**config.mk**
```make
export PLATFORM = sky130hd
export DESIGN_NAME = clock_reset_sequencer
export DESIGN_NICKNAME = d
export VERILOG_FILES = /design/src/rtl/clock_reset_sequencer.sv
export SDC_FILE = /design/constraint.sdc
export NUM_CORES = 1
export LEC_CHECK = 0
export ABC_AREA = 1
export BUFFER_PORTS_ARGS = -buffer_cell sky130_fd_sc_hd__buf_2
export CAP_MARGIN = 20
export CORE_MARGIN = 10
export CORE_UTILIZATION = 50
export CTS_BUF_LIST = sky130_fd_sc_hd__clkbuf_2
export CTS_CLUSTER_SIZE = 12
export DETAILED_ROUTE_END_ITERATION = 8
export PLACE_DENSITY = 0.76
export SLEW_MARGIN = 25
export SYNTH_ARGS = -nofsm -noshare
export SYNTH_HDL_FRONTEND = slang
export SYNTH_SLANG_ARGS = --single-unit
```
**constraint.sdc**
```tcl
create_clock -name clock -period 4.3 [get_ports clock]
set_input_delay 0.215 -clock clock [delete_from_list [all_inputs] [get_ports clock]]
set_output_delay 0.215 -clock clock [all_outputs]
set_load 0.01 [all_outputs]
```
**src/rtl/clock_reset_sequencer.sv**
```systemverilog
// Staggered reset-release sequencer for NUM_DOMAINS downstream domains, with valid/ready re-reset requests.
// Optional clock gating around each domain's reset window is built when RESET_SEQ_CLKGATE_EN is defined.
module clock_reset_sequencer #(
  parameter int NUM_DOMAINS = 4,
  parameter int HOLD        = 8,
  parameter int STAGGER     = 16
) (
  input  logic                   clock,
  input  logic                   reset,
  input  logic                   req_valid,
  output logic                   req_ready,
  input  logic [NUM_DOMAINS-1:0] req_mask,
  output logic [NUM_DOMAINS-1:0] domain_reset,
  output logic [NUM_DOMAINS-1:0] domain_clock_en,
  output logic                   busy,
  output logic                   done,
  output logic [2:0]             debug_state
);

  localparam int MAX_CNT = (HOLD > STAGGER) ? HOLD : STAGGER;
  localparam int CW = (MAX_CNT > 2) ? $clog2(MAX_CNT) : 1;
  localparam logic [CW-1:0] HOLD_LOAD = CW'(HOLD - 1);
  // A release is visible in the RELEASE cycle itself, so the gap between releases is STAGGER-1 GAP cycles.
  localparam logic [CW-1:0] GAP_LOAD = CW'((STAGGER >= 2) ? (STAGGER - 2) : 0);

  typedef enum logic [2:0] {
    S_IDLE    = 3'd0,
    S_HOLD    = 3'd1,
    S_RELEASE = 3'd2,
    S_GAP     = 3'd3,
    S_DONE    = 3'd4
  } state_t;

  // Handshake: a request transfers on a clock edge where req_valid && req_ready; req_ready is high only in IDLE.
  state_t                 state;
  state_t                 next_state;
  logic [CW-1:0]          count;
  logic [NUM_DOMAINS-1:0] pending;
  logic [NUM_DOMAINS-1:0] lowest;
  logic                   accept;
  logic                   release_now;

  assign accept      = req_valid && req_ready;
  assign lowest      = pending & (~pending + NUM_DOMAINS'(1));
  assign release_now = (next_state == S_RELEASE);
  assign debug_state = state;

  always_ff @(posedge clock) begin
    if (reset) state <= S_HOLD;
    else       state <= next_state;
  end

  always_comb begin
    next_state = state;
    case (state)
      S_IDLE:    if (accept) next_state = (|req_mask) ? S_HOLD : S_DONE;
      S_HOLD:    if (count == '0) next_state = S_RELEASE;
      S_RELEASE: begin
        if (pending == '0)     next_state = S_DONE;
        else if (STAGGER == 1) next_state = S_RELEASE;
        else                   next_state = S_GAP;
      end
      S_GAP:     if (count == '0) next_state = S_RELEASE;
      S_DONE:    next_state = S_IDLE;
      default:   next_state = S_IDLE;
    endcase
  end

  always_comb begin
    req_ready = 1'b0;
    busy      = 1'b1;
    done      = 1'b0;
    case (state)
      S_IDLE: begin
        req_ready = 1'b1;
        busy      = 1'b0;
      end
      S_DONE:  done = 1'b1;
      default: ;
    endcase
  end

  // Reset preloads the state of an all-ones accept, so power-on is just the normal sequence.
  always_ff @(posedge clock) begin
    if (reset) begin
      pending      <= '1;
      count        <= HOLD_LOAD;
      domain_reset <= '1;
    end else begin
      if (state == S_IDLE && accept && (|req_mask)) begin
        domain_reset <= domain_reset | req_mask;
        pending      <= req_mask;
        count        <= HOLD_LOAD;
      end
      if (release_now) begin
        domain_reset <= domain_reset & ~lowest;
        pending      <= pending & ~lowest;
      end
      if (state == S_RELEASE && next_state == S_GAP) count <= GAP_LOAD;
      if ((state == S_HOLD || state == S_GAP) && count != '0) count <= count - CW'(1);
    end
  end

`ifdef RESET_SEQ_CLKGATE_EN
  localparam logic [CW-1:0] EN_POINT = CW'(2);
  logic [NUM_DOMAINS-1:0] clk_en_q;

  // Enables reopen two cycles before the first release; later domains idle in GAP with clocks running.
  always_ff @(posedge clock) begin
    if (reset) begin
      clk_en_q <= '0;
    end else if (state == S_IDLE && accept) begin
      clk_en_q <= clk_en_q & ~req_mask;
    end else if (state == S_HOLD && count == EN_POINT) begin
      clk_en_q <= clk_en_q | pending;
    end
  end

  assign domain_clock_en = clk_en_q;
`else
  assign domain_clock_en = '1;
`endif

endmodule

```
==> impl_results.md, run 1 <==
* Power share of the sequential group at 59.7%
* Most common flop cell mapped by yosys: dfxtp_1
* Global-route usage over all layers at 10.37%
* Clk_skew at 6.833 ps
* Die ar. at 0.003557 mm2
* CP max stage delay at 350 ps
* Post-CTS Setup Bufs at 0
* Clk_lat worst skew at 290 ps
* Max VDD drop at 0.1665 mV
* Internal at 0.1779 mW
* Setup crit start: count[0]
* P_sw at 0.06587 mW
* Drt pass-1 iters at 4
* Area of the multi-input gates at 391.6 um2
* Worst setup SP type: register
* Crit Path Max Fanout at 10
* First-pass GRT wire length at 2946 um
* Final Slew Violations at 0
* Worst EP required at 4510 ps
* H-tree levels at 1
* Layout area overhead at 12.90%
* Comb power frac at 11.5%
* Most frequent cell after synthesis: nand2_1
* Max Clk Rate at 0.6344 GHz
* Max-cap violations at 0
* Most numerous cell on the critical path: nand2_1
* Avg Cell Area, Syn at 7.016 um2
* Cells resized by post-CTS repair at 0
* FILL cells at 146
* Minimum clock period at 1576 ps
* 1st-iter DRT viols at 7
* EDFF count, synth at 0
* Hold buffer count at cts at 0
* Syn Inst Count at 112
* Async set or reset register ratio after synthesis at 0%
* Synth warn at 0
* Final wirelength at 1720 um
* Post-layout nets at 140
* CP Data Arrival Time at 1780 ps
* Fin. Hold Viols at 0
* GRT overflow at 0
* Die W at 59.64 um
* Synthesized flop and latch total at 15
* Cell Chain, Critical Path: inv_1 -> ha_1 -> nand3_1 -> nand2_1 -> nand2_4 -> nor2_8 -> nand2_2 -> nand2_1 -> nand2_1 -> nand2_1 -> nand2_1
* Sequential element share of the synthesized area at 38.22%
* RSZ-0062 raised after global routing: no
* Die height at 59.64 um
* Period utilisation layout at 36.66%
* Final Non-Filler Cells at 147
* RR Startpoint: count[0]
* Share of post-route cells with drive strength above 1 at 22.90%
* Cell Area, Synth at 785.8 um2
* Setup crit end kind: register
* Crit path buf inv count at 1
* Share of the synthesized area in the top cell type at 38.22%
* Num Clock Sinks at 15
* Min-delay src: reset
* Row Count at 14
* Power per cell area at 274.8 mW/mm2
* Sum Neg Setup Slack at 0 ps
* DRC violations left at 0
* Dominant cells by area after synthesis: dfxtp_1 (38%), nand2_1 (13%), inv_1 (8.6%)
* Worst-path clk slew at 150 ps
* Slowest-stage cell, CP: dfxtp_1
* FF+latch area at 300.3 um2
* Core area at 0.001489 mm2
* Vias at 729
* Via density at 4.959
* Placed Cells incl. Taps at 143
* I/O pins at 21
* CTS tree: yes
* Starting Density at 52.77%
* Post-DRT Antenna Nets at 0
* Final setup vio count at 0
* Drt wl/cell at 11.70 um
* CTS Root Cell: clkbuf_2
* Worst hold margin at 118.8 ps
* Outcome: finished, final reports clean
* Synth cell count leaders: nand2_1 (28), inv_1 (18), dfxtp_1 (15)
* Pin count of the biggest net entering global routing at 11
* # diodes at 0
* Initial antenna violation count at 0
* Cell family with most CP delay: simple AND/OR/NAND/NOR gates
* Worst min path class: in2reg
* Number of global-route vias before repair at 733
* Crit Path Class: reg2reg
* Clk pwr share at 28.9%
* DP Wirelength at 1440 um
* Netlist cell types at 24
* IO Port Bufs at 16
* Sw frac at 27.02%
* P_leak at 0.4480 nW
* Placer Congestion at 0.8061
* Post-synth top area cell: dfxtp_1
* Deepest clock path buffer count at 2
* CTS Buf Count at 3
cell usage in the layout (no fill, tap or decap):
cell type	instances
buf_2	16
nor2_2	3
ha_1	1
dfxtp_1	15
inv_2	1
nor2_4	1
nor3_1	2
nand2_4	1
nand3_2	1
nand4_1	2
nand2_2	2
clkbuf_2	4
o21ai_0	6
nor2_1	6
o221ai_1	1
clkinv_1	1
conb_1	4
inv_1	18
nor2_8	1
xor2_1	1
nand3_1	8
o21ai_1	3
o211ai_1	1
a21oi_1	4
nand2_1	28
state kept, by name (all words and copies together) (netlist names):
signal	count
count	4
debug_state	3
domain_reset	4
pending	4
per-layer routing:
metal  part of all wire [%]  global-route usage, %  vias to the layer above
met3                    4.9                  3.219                        5
met5                      0                      0                        -
met2                     50                  18.24                       14
met4                    2.1                  5.769                        0
li1                       -                      -                      386
met1                     43                  10.46                      324
path summary, 6_finish.rpt:
path                     endpoint  slack (ps)  depth (start not counted)
setup / recovery       pending[1]        2720                         11
hold / removal           count[3]         120                          2
setup reg to reg       pending[1]        2720                         11
hold reg to reg   domain_reset[2]         450                          2
per-stage QoR:
step                area, um2  power (mW)  utilization, %  worst slack (ps)
global placement        867.1      0.1748           58.24              2843
finish                  887.1      0.2438           59.58              2724
floorplan               797.0      0.1705               -              2935
global route            887.1      0.2552           59.58              2552
detailed placement      867.1      0.1766           58.24              2727
CTS                     887.1      0.2441           59.58              2713
logic make-up (layout without fill, tap and decap cells):
group,count (synthesis),in the layout,synth area share (%)
AO/OA/AOI/OAI,15,15,10.35
buffers and inverters,24,40,13.37
XOR/XNOR,1,1,1.115
AND/OR/NAND/NOR,55,55,34.87
adder cells (fa/ha/maj),1,1,1.592
other,1,4,0.4772
flip-flops,15,15,38.22
power by group through the flow:
stage               Clock, mW  Combinational [mW]  Sequential [mW]
floorplan                   0              0.0223            0.148
global placement            0              0.0263            0.148
detailed placement          0              0.0280            0.149
CTS                    0.0704              0.0281            0.146
global route           0.0772              0.0318            0.146
finish                 0.0704              0.0279            0.145
cell type report:
class | instances | area share [%]
Inverter | 20 | 8.463
Sequential cell | 15 | 33.85
Multi-Input combinational cell | 76 | 44.15
Tap cell | 16 | 2.257
Timing Repair Buffer | 16 | 9.027
Clock buffer | 4 | 2.257
(Power assumes the default switching activity.)
==> run 2: changes to the inputs <==
==> constraint.sdc (replaced) <==
create_clock -name clock -period 1.6 [get_ports clock]
set_input_delay 0.08 -clock clock [delete_from_list [all_inputs] [get_ports clock]]
set_output_delay 0.08 -clock clock [all_outputs]
set_load 0.01 [all_outputs]
==> run 2 against run 1 <==
  * Cell area grew 7.5%
  * Critical path depth is the same
  * Sequential share of layout area shrank 2.4 points
  * Non-clock buffer count grew 6
  * Power grew to 2.7 times the previous value
  * Final cell count grew 4.8%
  * Sequential cell count is the same
  * Largest cell class unchanged
==> impl_results.md, run 2 (synthesis results as in run 1) <==
* Max VDD drop at 0.4622 mV (was 0.1665 mV)
* GRT overflow at 0 (unchanged)
* CTS Root Cell: clkbuf_2 (unchanged)
* Highest Signal Layer: met4 (unchanged)
* DP Area at 874.6 um2 (was 867.1 um2)
* DRC violations left at 0 (unchanged)
* Place WS at 68.25 ps (was 2727 ps)
* Placer Congestion at 0.8055 (was 0.8061)
* Cell family with most CP delay: simple AND/OR/NAND/NOR gates (unchanged)
* Clk_lat worst skew at 300 ps (was 290 ps)
* Sum Neg Setup Slack at 0 ps (unchanged)
* Minimum clock period at 1485 ps (was 1576 ps)
* Drt pass-1 iters at 4 (unchanged)
* Max-cap violations at 0 (unchanged)
* Final wirelength at 1897 um (was 1720 um)
* Global-route usage over all layers at 10.68% (was 10.37%)
* Share of post-route cells with drive strength above 1 at 27.54% (was 22.90%)
* Final Slew Violations at 0 (unchanged)
* Placed Cells incl. Taps at 144 (was 143)
* P_leak at 0.4794 nW (was 0.4480 nW)
* CTS tree: yes (unchanged)
* Pin count of the biggest net entering global routing at 11 (unchanged)
* Period utilisation layout at 92.80% (was 36.66%)
* Commonest cells after routing, fill and taps aside: nand2_1 (27), inv_1 (18), buf_2 (16) (was nand2_1 (28), inv_1 (18), buf_2 (16))
* Num Clock Sinks at 15 (unchanged)
* Internal at 0.4750 mW (was 0.1779 mW)
* Row Count at 14 (unchanged)
* CTS Buf Count at 3 (unchanged)
* H-tree levels at 1 (unchanged)
* Comb power frac at 12.8% (was 11.5%)
* Most common cell after layout, fill and taps aside: nand2_1 (unchanged)
* Worst min path class: in2reg (unchanged)
* Met1 WL at 817 um (was 736 um)
* Die ar. at 0.003557 mm2 (unchanged)
* Setup crit end kind: register (unchanged)
* Starting Density at 52.77% (unchanged)
* Initial antenna violation count at 0 (unchanged)
* Core area at 0.001489 mm2 (unchanged)
* Layout area overhead at 21.34% (was 12.90%)
* Power share of the sequential group at 58.7% (was 59.7%)
* Via density at 4.974 (was 4.959)
* Number of global-route vias before repair at 736 (was 733)
* Met3 WL at 60 um (was 84 um)
* Worst EP required at 1820 ps (was 4510 ps)
* Vias at 766 (was 729)
* Most numerous cell on the critical path: nand2_1 (unchanged)
* Power per cell area at 698.9 mW/mm2 (was 274.8 mW/mm2)
* Final setup margin at 115.1 ps (was 2724 ps)
* Crit Path Max Fanout at 5 (was 10)
* Crit Path Class: reg2reg (unchanged)
* Die height at 59.64 um (unchanged)
* Post-layout nets at 147 (was 140)
* Worst-path clk slew at 160 ps (was 150 ps)
* Crit path buf inv count at 1 (unchanged)
* Worst setup SP type: register (unchanged)
* Clk pwr share at 28.5% (was 28.9%)
* Final non-filler cell area at 953.4 um2 (was 887.1 um2)
* P_sw at 0.1913 mW (was 0.06587 mW)
* Post-DRT Antenna Nets at 0 (unchanged)
* Final Non-Filler Cells at 154 (was 147)
* Clk_skew at 10.95 ps (was 6.833 ps)
* CP Data Arrival Time at 1700 ps (was 1780 ps)
* Drt wl/cell at 12.32 um (was 11.70 um)
* First-pass GRT wire length at 3056 um (was 2946 um)
* Total Power at 0.6664 mW (was 0.2438 mW)
* IO Port Bufs at 16 (unchanged)
* 1st-iter DRT viols at 8 (was 7)
* Slowest-stage cell, CP: dfxtp_1 (unchanged)
* DP Wirelength at 1402 um (was 1440 um)
* Die W at 59.64 um (unchanged)
* Routed wire length on met2 at 981 um (was 863 um)
* Outcome: finished, final reports clean (unchanged)
* Cell Chain, Critical Path: inv_1 -> ha_1 -> nand3_2 -> nand2_2 -> nand2_4 -> nor2_8 -> nand2_2 -> nand2_1 -> nand2_1 -> nand2_1 -> nand2_1 (was inv_1 -> ha_1 -> nand3_1 -> nand2_1 -> nand2_4 -> nor2_8 -> nand2_2 -> nand2_1 -> nand2_1 -> nand2_1 -> nand2_1)
* Fin util at 64.03% (was 59.58%)
* Max Clk Rate at 0.6735 GHz (was 0.6344 GHz)
* I/O pins at 21 (unchanged)
* Final setup vio count at 0 (unchanged)
* CP max stage delay at 350 ps (about the same)
* Deepest clock path buffer count at 2 (unchanged)
* # diodes at 0 (unchanged)
* Sw frac at 28.71% (was 27.02%)
* Fin. Hold Viols at 0 (unchanged)
* Top flop regs: count (4), domain_reset (4), pending (4) (unchanged)
* Worst hold margin at 59.09 ps (was 118.8 ps)
==> run 2: area by class of cell <==
type,count,area (um2)
well taps,16,20.02
clock inverters,1,5.005
fillers,161,535.5
clock buffers,3,15.01
repair buffers,22,127.6
multi-input cells,77,410.4
flip-flops and latches,15,300.3
inverters,20,75.07
==> run 2: power by group through the flow <==
stage	sequential, mW	clock, mW	combinational, mW
floorplan	0.398	0	0.0598
finish	0.391	0.190	0.0853
detailed placement	0.399	0	0.0732
global placement	0.399	0	0.0708
CTS	0.391	0.189	0.0755
global route	0.393	0.209	0.100
==> run 2: final timing paths <==
check	from	to	slack [ps]	depth (start not counted)
max	count[0]	pending[1]	120	11
min	req_valid	debug_state[2]	60	3
max reg2reg	count[0]	pending[1]	120	11
min reg2reg	domain_reset[3]	domain_reset[3]	450	2
==> run 2: what timing repair did <==
action	CTS	global route
endpoints found under the hold margin	3	0
setup buffers	0	4
hold buffers	1	0
resized for setup	0	2
endpoints found under the setup margin	0	7
==> run 2: metal layers <==
layer	up-vias	global-route usage, %
met5	-	0
met4	0	5.769
met3	4	2.361
met2	13	18.09
met1	351	11.95
li1	398	-
==> run 2: worst min-delay path, delay by kind of cell <==
family,cells,cell delay (ps)
buffers and inverters,1,110
AND/OR/NAND/NOR,1,70
AO/OA/AOI/OAI,1,60
==> run 3: changes to the inputs <==
--- a/config.mk
+++ b/config.mk
@@ -10,7 +10,7 @@
 export CAP_MARGIN = 20
 export CORE_MARGIN = 10
 export CORE_UTILIZATION = 50
-export CTS_BUF_LIST = sky130_fd_sc_hd__clkbuf_2
+export CTS_BUF_LIST = sky130_fd_sc_hd__clkbuf_8
 export CTS_CLUSTER_SIZE = 12
 export DETAILED_ROUTE_END_ITERATION = 8
 export PLACE_DENSITY = 0.76
==> run 3 against run 2 <==
  * Final cell count shrank 0.65%
  * Sequential share of layout area fell by 0.53 points
  * Global-route usage is 0.29 points higher
  * Highest routed layer unchanged
  * Critical path type unchanged
  * Sequential cell count unchanged
  * Power is 18% higher
  * Clock power increased by 63%
  * Utilization increased by 1.1 points
  * Via count decreased by 0.91%
  * Clock-buffer cell count is the same
  * Critical path depth did not move
==> impl_results.md, run 3 (synthesis results as in run 1) <==
* Worst R2R Path Depth at 11 (unchanged)
* Drt wl/cell at 12.50 um (was 12.32 um)
* Worst hold margin at 30.97 ps (was 59.09 ps)
* Post-DRT Antenna Nets at 0 (unchanged)
* H-tree levels at 1 (unchanged)
* CTS Root Cell: clkbuf_8 (was clkbuf_2)
* Number of global-route vias before repair at 756 (was 736)
* Worst min path class: in2reg (unchanged)
* Final setup vio count at 0 (unchanged)
* Crit Path Class: reg2reg (unchanged)
* Clk_skew at 2.684 ps (was 10.95 ps)
* CP Data Arrival Time at 1620 ps (was 1700 ps)
* Core area at 0.001489 mm2 (unchanged)
* Die W at 59.64 um (unchanged)
* CTS tree: yes (unchanged)
* Drt pass-1 iters at 4 (unchanged)
* # diodes at 0 (unchanged)
* Layout area overhead at 23.41% (was 21.34%)
* Max-cap violations at 0 (unchanged)
* Max Clk Rate at 0.6770 GHz (was 0.6735 GHz)
* Num Clock Sinks at 15 (unchanged)
* Share of post-route cells with drive strength above 1 at 27.74% (was 27.54%)
* Power per cell area at 807.9 mW/mm2 (was 698.9 mW/mm2)
* Placer Congestion at 0.8055 (unchanged)
* Fin. Hold Viols at 0 (unchanged)
* GRT overflow at 0 (unchanged)
* WHS Path Cells at 2 (was 3)
* Final wirelength at 1913 um (was 1897 um)
* Period utilisation layout at 92.31% (was 92.80%)
* Post-layout nets at 146 (was 147)
* Deepest clock path buffer count at 2 (unchanged)
* I/O pins at 21 (unchanged)
* Vias at 759 (was 766)
* Total Power at 0.7834 mW (was 0.6664 mW)
* Pin count of the biggest net entering global routing at 11 (unchanged)
* Clk_lat worst skew at 250 ps (was 300 ps)
* Via density at 4.961 (was 4.974)
* Top flop regs: count (4), domain_reset (4), pending (4) (unchanged)
* Initial antenna violation count at 0 (unchanged)
* Most common cell after layout, fill and taps aside: nand2_1 (unchanged)
* Die height at 59.64 um (unchanged)
* Setup crit end kind: register (unchanged)
* Max VDD drop at 0.5724 mV (was 0.4622 mV)
* 1st-iter DRT viols at 12 (was 8)
* P_leak at 0.4843 nW (was 0.4794 nW)
* Final Slew Violations at 0 (unchanged)
* DP Wirelength at 1402 um (unchanged)
* CTS Buf Count at 3 (unchanged)
* DRC violations left at 0 (unchanged)
* Worst setup SP type: register (unchanged)
* Outcome: finished, final reports clean (unchanged)
* IO Port Bufs at 16 (unchanged)
* Global-route usage over all layers at 10.97% (was 10.68%)
* Row Count at 14 (unchanged)
* Crit Path Max Fanout at 5 (unchanged)
* Worst-path clk slew at 60 ps (was 160 ps)
* Commonest cells after routing, fill and taps aside: nand2_1 (27), inv_1 (18), buf_2 (16) (unchanged)
* Starting Density at 52.77% (unchanged)
* Worst EP required at 1750 ps (was 1820 ps)
* Die ar. at 0.003557 mm2 (unchanged)
* First-pass GRT wire length at 3125 um (was 3056 um)
* Minimum clock period at 1477 ps (was 1485 ps)
-- run 3: cell count changes in the layout (fill, tap and decap cells not counted) --
cell	change
clkbuf_2	-3
clkbuf_8	+3
dlygate4sd3_1	-1
-- run 3: stage by stage --
step	std cells	utilization, %	worst slack (ps)	setup TNS [ps]	cell area, um2
6_report	153	65.13	123.0	0	969.7
5_1_grt	153	65.13	-3.894	-3.894	969.7
4_1_cts	148	61.85	62.05	0	920.9
3_5_place_dp	144	58.74	68.25	0	874.6
3_3_place_gp	144	58.74	143.2	0	874.6
2_1_floorplan	115	-	235.3	0	797.0
-- run 3: routing by layer --
layer / wire [um] / vias to the layer above / global-route usage [%]
li1: - / 395 / -
met1: 829 / 345 / 12.41
met2: 1000 / 14 / 18.53
met3: 57 / 5 / 3.004
met4: 27 / 0 / 4.808
met5: 0 / - / 0
-- run 3: worst paths after layout --
kind / startpoint / endpoint / slack, ps
setup / recovery: count[0] / pending[1] / 120
hold / removal: reset / debug_state[1] / 30
setup reg to reg: count[0] / pending[1] / 120
hold reg to reg: domain_reset[3] / domain_reset[3] / 440
-- run 3: what timing repair did --
action	4_1_cts	5_1_grt
hold endpoints to repair	0	0
resized for setup	0	2
setup buffers	0	4
hold buffers	0	0
setup endpoints to repair	0	5
-- run 3: worst max-delay path, cell delays in order, from the launching register on --
cell	delay (ps)
dfxtp_1	320
inv_1	90
ha_1	200
nand3_2	120
nand2_2	110
nand2_4	90
nor2_8	150
nand2_2	70
nand2_1	80
nand2_1	50
nand2_1	50
nand2_1	40
-- run 3: cell type report --
cell class	instances	area, um2
repair buffers	21	117.6
flip-flops and latches	15	300.3
well taps	16	20.02
clock inverters	1	5.005
inverters	20	75.07
multi-input cells	77	410.4
fillers	149	519.2
clock buffers	3	41.29
-- run 3: power by group --
part | internal (mW) | total (mW) | switching [mW] | leakage [nW]
clock | 0.172 | 0.309 | 0.136 | 0.0255
sequential | 0.385 | 0.391 | 0.00641 | 0.122
combinational | 0.0318 | 0.0832 | 0.0514 | 0.337
total | 0.589 | 0.783 | 0.194 | 0.484
